===== src/rtl/fpu_norm_round.sv =====
`default_nettype none
// ============================================================================
// fpu_norm_round : serial normaliser and round-to-nearest-even packer
// Rev 1.0
// ============================================================================
module fpu_norm_round #(
    parameter int BIAS   = 31,
    parameter int EXP_W  = 6,
    parameter int FRAC_W = 25
) (
    input  logic                    clock,
    input  logic                    reset,
    input  logic                    in_valid,
    output logic                    in_ready,
    input  logic                    in_sign,
    input  logic [7:0]              in_exp,
    input  logic [FRAC_W+3:0]       in_mant,
    output logic                    out_valid,
    input  logic                    out_ready,
    output logic [EXP_W+FRAC_W:0]   data_out,
    output logic [3:0]              status_out
);

    localparam int c_EXP_INT_W = 10;
    localparam int c_MANT_W    = FRAC_W + 4;
    localparam logic signed [c_EXP_INT_W-1:0] c_EXP_MAX  = c_EXP_INT_W'((1 << EXP_W) - 1);
    localparam logic signed [c_EXP_INT_W-1:0] c_EXP_ZERO = '0;

    typedef enum logic [1:0] {
        IDLE  = 2'd0,
        NORM  = 2'd1,
        ROUND = 2'd2,
        OUT   = 2'd3
    } state_t;

    state_t                         r_state;
    logic                           r_sign;
    logic signed [c_EXP_INT_W-1:0]  r_exp;
    logic [c_MANT_W-1:0]            r_mant;

    logic                           w_up;
    logic                           w_inexact;
    logic [FRAC_W:0]                w_fsum;
    logic                           w_carry;
    logic signed [c_EXP_INT_W-1:0]  w_exp_r;
    logic signed [c_EXP_INT_W-1:0]  w_biased;

    assign in_ready  = (r_state == IDLE);
    assign out_valid = (r_state == OUT);

    // Hidden bit is always set in ROUND, so a carry out of the fraction means 10.0
    assign w_up      = r_mant[1] & (r_mant[0] | r_mant[2]);
    assign w_inexact = r_mant[1] | r_mant[0];
    assign w_fsum    = {1'b0, r_mant[FRAC_W+1:2]} + (FRAC_W+1)'(w_up);
    assign w_carry   = w_fsum[FRAC_W];
    assign w_exp_r   = r_exp + c_EXP_INT_W'(w_carry);
    assign w_biased  = w_exp_r + c_EXP_INT_W'(BIAS);

    always_ff @(posedge clock or negedge reset) begin
        if (!reset) begin
            r_state    <= IDLE;
            r_sign     <= 1'b0;
            r_exp      <= '0;
            r_mant     <= '0;
            data_out   <= '0;
            status_out <= '0;
        end else begin
            case (r_state)
                IDLE: begin
                    if (in_valid) begin
                        r_sign <= in_sign;
                        r_exp  <= {{(c_EXP_INT_W-8){in_exp[7]}}, in_exp};
                        r_mant <= in_mant;
                        if (in_mant == '0) begin
                            data_out   <= {in_sign, {(EXP_W+FRAC_W){1'b0}}};
                            status_out <= 4'b0001;
                            r_state    <= OUT;
                        end else begin
                            r_state    <= NORM;
                        end
                    end
                end
                NORM: begin
                    if (r_mant[c_MANT_W-1]) begin
                        r_mant <= {1'b0, r_mant[c_MANT_W-1:2], r_mant[1] | r_mant[0]};
                        r_exp  <= r_exp + c_EXP_INT_W'(1);
                    end else if (!r_mant[c_MANT_W-2]) begin
                        r_mant <= {r_mant[c_MANT_W-2:0], 1'b0};
                        r_exp  <= r_exp - c_EXP_INT_W'(1);
                    end else begin
                        r_state <= ROUND;
                    end
                end
                ROUND: begin
                    if (w_biased >= c_EXP_MAX) begin
                        data_out   <= {r_sign, {EXP_W{1'b1}}, {FRAC_W{1'b0}}};
                        status_out <= 4'b1010;
                    end else if (w_biased <= c_EXP_ZERO) begin
                        data_out   <= {r_sign, {(EXP_W+FRAC_W){1'b0}}};
                        status_out <= 4'b1101;
                    end else begin
                        data_out   <= {r_sign, w_biased[EXP_W-1:0], w_fsum[FRAC_W-1:0]};
                        status_out <= {w_inexact, 3'b000};
                    end
                    r_state <= OUT;
                end
                OUT: begin
                    if (out_ready) begin
                        r_state <= IDLE;
                    end
                end
                default: r_state <= IDLE;
            endcase
        end
    end

endmodule
`default_nettype wire

===== config.mk =====
export PLATFORM = sky130hd
export DESIGN_NAME = fpu_norm_round
export DESIGN_NICKNAME = d
export VERILOG_FILES = /design/src/rtl/fpu_norm_round.sv
export SDC_FILE = /design/constraint.sdc
export NUM_CORES = 1
export LEC_CHECK = 0
export ABC_AREA = 1
export BUFFER_PORTS_ARGS = -buffer_cell sky130_fd_sc_hd__buf_2
export CORE_MARGIN = 5
export CORE_UTILIZATION = 55
export DETAILED_ROUTE_END_ITERATION = 10
export GPL_TIMING_DRIVEN = 1
export PLACE_DENSITY = 0.84
export SKIP_CTS_REPAIR_TIMING = 1
export SLEW_MARGIN = 10
export SYNTH_ARGS = -nofsm -noshare
export SYNTH_HDL_FRONTEND = slang
export SYNTH_SLANG_ARGS = --single-unit

===== constraint.sdc =====
create_clock -name clock -period 8.8 [get_ports clock]
set_input_delay 0.44 -clock clock [delete_from_list [all_inputs] [get_ports clock]]
set_output_delay 0.44 -clock clock [all_outputs]
set_load 0.005 [all_outputs]

==> flow_summary.toml <==
[power]
vdd_drop_max_mv = 0.335
power_leakage_nw = 3.06
power.density_mw_per_mm2 = 352
p_switching_w = 0.00106
pwr-share-clk_pct = 13.2
seqPwrFrac_pct = 32.1
p_sw_share_pct = 50.9
cellInternalPower_w = 0.00103
power_frac_comb_pct = 54.7

[clocking]
clk_path_buf_depth = 2
cts-root-buf = "clkbuf_8"
insertion_delay_ns = 0.35
clk_pin_slew_worst_paths_ns = 0.08
cts.htree.levels = 3
clkSinkCount = 78
cts_tree = "yes"
cts_made_buffers = 9

[global_routing]
grt_pass1_vias = 4906
grt_first_pass_wirelength_mm = 24.1
grt_max_degree = 79
antenna_found_initial = 0
grt_usage_pct = 25.8
overflow = 0

[synthesis]
ys_seq_elements = 78
yosysTopAreaCell = "dfrtp_1"
avgSynthCellArea_um2 = 7.13
syn-cell-area_mm2 = 0.00528
ys_seq_area_share_pct = 37.0
ys_types = 38
synth_top_area_share_pct = 37.0
async_flop_share_pct = 100
synth_edf_count = 0
yosys_warnings = 0
synth_cells = 741
synth.area.top_cells = "dfrtp_1 37%, nand2_1 17%, nand3_1 5.5%"
synth_nets = 799
synth_flop_cell = "dfrtp_1"

[detailed_routing]
avgRoutedWirePerCell_um = 15.1
drc_errors = 0
viasPerCell = 5.51
drtIter0Drc = 326
firstDrtPassIters = 5
drt-total-wl_mm = 14.2
dr_total_vias = 5175
drtAntennaViolNets = 0

[setup_path]
crit_start = "r_mant[5]"
path_max_fanout = 24
required_ns = 9.08
regToRegStartpoint = "r_mant[5]"
start_kind = "flip-flop"
worst_ep_arrival_time_ns = 3.95
path_class = "reg -> reg"
end_kind = "flip-flop"

[sta]
finalCritPeriodShare_pct = 41.7
rsz0062_at_grt = "false"
finalSetupViolations = 0
fin_setup_tns_ns = 0
finClkSkew_ns = 0.0139
fmax_mhz = 272
max_slew.worst_pin.slew_ns = 1.10
slew_violations = 0
relSlewSlack_pct = 26.9
period_needed_ns = 3.67
finalHoldViolCount = 0

[cells_and_area]
fin_util_pct = 63.9
area_delta_synth_final_pct = 12.3
diodes = 0
drive_above_1_share_pct = 16.6
nets = 864

[floorplanning]
num_io_pins = 80
die_w_um = 108
die_area_mm2 = 0.0117
start_util_pct = 56.9
rows = 35
core-area_mm2 = 0.00928
die_y_um = 108

[place]
portBuffers = 79
dp.final_hpwl_mm = 10.6
place_congestion = 0.999

[job]
cap_viol_max_count = 0

[run_status]
status = "finished clean"

[worst_hold_path]
worst_hold_path_type = "in -> async"
==> path summary, 6_finish.rpt <==
check / to / slack, ns / depth (start not counted)
worst max-delay path: data_out[7] / 5.13 / 20
worst min-delay path: data_out[31] / 0.25 / 1
worst max register to register: data_out[7] / 5.13 / 20
worst min register to register: data_out[5] / 0.47 / 2
max in group asynchronous: r_mant[6] / 7.90 / 1
min in group clock: r_sign / 0.33 / 3
==> area by class of cell <==
type / instances / area (um2)
fillers: 904 / 3350
multi-input cells: 557 / 2910
inverters: 79 / 297
repair buffers: 81 / 413
clock buffers: 11 / 141
flip-flops and latches: 78 / 1950
clock inverters: 5 / 58.8
well taps: 129 / 161
==> layer usage <==
| layer | wire, um | share of wire [%] | track usage [%] | vias up |
|---|---|---|---|---|
| met1 | 6440 | 45 | 37.9 | 2362 |
| met3 | 1180 | 8.3 | 4.54 | 13 |
| met5 | 0 | 0 | 0 | - |
| met2 | 6480 | 46 | 39.5 | 238 |
| met4 | 127 | 0.89 | 6.76 | 0 |
| li1 | - | - | - | 2562 |
==> metrics by stage <==
| stage | std cells | worst slack (ns) | total power (W) | hold slack (ns) | area (um2) |
|---|---|---|---|---|---|
| finish | 940 | 5.13 | 0.00209 | 0.250 | 5930 |
| global route | 940 | 4.77 | 0.00230 | 0.329 | 5930 |
| CTS | 940 | 5.15 | 0.00208 | 0.294 | 5930 |
| detailed placement | 924 | 5.18 | 0.00180 | 0.460 | 5730 |
| global placement | 924 | 5.37 | 0.00177 | 0.458 | 5730 |
| floorplan | 741 | 5.83 | 0.00151 | 0.144 | 5280 |
==> cells in the mapped netlist (5+ instances only) <==
master / instances
dfrtp_1: 78
a22oi_1: 8
a41oi_1: 7
buf_2: 10
ha_1: 15
nand2_1: 240
nand2_2: 5
a31oi_1: 5
nor2_1: 63
nor3_1: 9
nand3_1: 58
clkbuf_1: 15
o211ai_1: 15
xor2_1: 19
inv_1: 71
nand3_2: 5
or2_2: 5
o21ai_0: 43
a21oi_1: 13
nand4_1: 17
inv_2: 8
==> flip-flops by register name (all words and copies together), names as in the netlist <==
name	count
status_out	4
r_exp	10
data_out	32
r_sign	1
r_mant	29
r_state	2
==> cell families (layout without fill, tap and decap cells) <==
kind of cell    after synthesis  after routing  synth area share [%]
compound gates              100            100                  11.8
xor+xnor                     22             22                  4.00
fa+ha+maj                    16             16                  3.93
buf+inv                     106            176                  8.06
flops                        78             78                  37.0
simple gates                419            419                  35.3
==> critical path, stage by stage, from the launching register on <==
cell,delay (ns)
dfrtp_1,0.45
inv_2,0.06
nor3_1,0.28
nand2_1,0.17
inv_2,0.12
nand3_2,0.10
nor3_4,0.19
nand2_1,0.11
nor3_2,0.11
nand3_1,0.12
ha_1,0.29
ha_1,0.29
xor2_1,0.24
nor2_1,0.06
nand3_1,0.07
nor2_1,0.05
inv_1,0.06
nand4_2,0.13
nor2_4,0.47
nand2_1,0.14
nand2_1,0.08
==> cell usage in the layout, fill, tap and decap left out, types with 4 or more instances in the layout <==
| cell | instances |
|---|---|
| nand3_2 | 5 |
| o211ai_1 | 15 |
| a21oi_1 | 13 |
| nor2_2 | 5 |
| or2_2 | 5 |
| nand2_2 | 5 |
| nand2_1 | 240 |
| a31oi_1 | 5 |
| ha_1 | 15 |
| nand3_1 | 58 |
| inv_1 | 71 |
| inv_2 | 8 |
| nand4_1 | 17 |
| o21ai_0 | 43 |
| buf_2 | 78 |
| a41oi_1 | 7 |
| nor3_1 | 9 |
| xor2_1 | 19 |
| a22oi_1 | 8 |
| dfrtp_1 | 78 |
| nor4_1 | 4 |
| nor2_1 | 62 |
| clkbuf_8 | 10 |
==> power by group through the flow <==
stage                     Clock, W  Sequential, W  Combinational (W)
after floorplan                  0       0.000605           0.000907
after global placement           0       0.000665            0.00111
after detailed placement         0       0.000671            0.00113
after CTS                 0.000281       0.000664            0.00114
after global routing      0.000299       0.000689            0.00131
final                     0.000276       0.000670            0.00114
No activity file was read; power rests on OpenSTA's default activity.
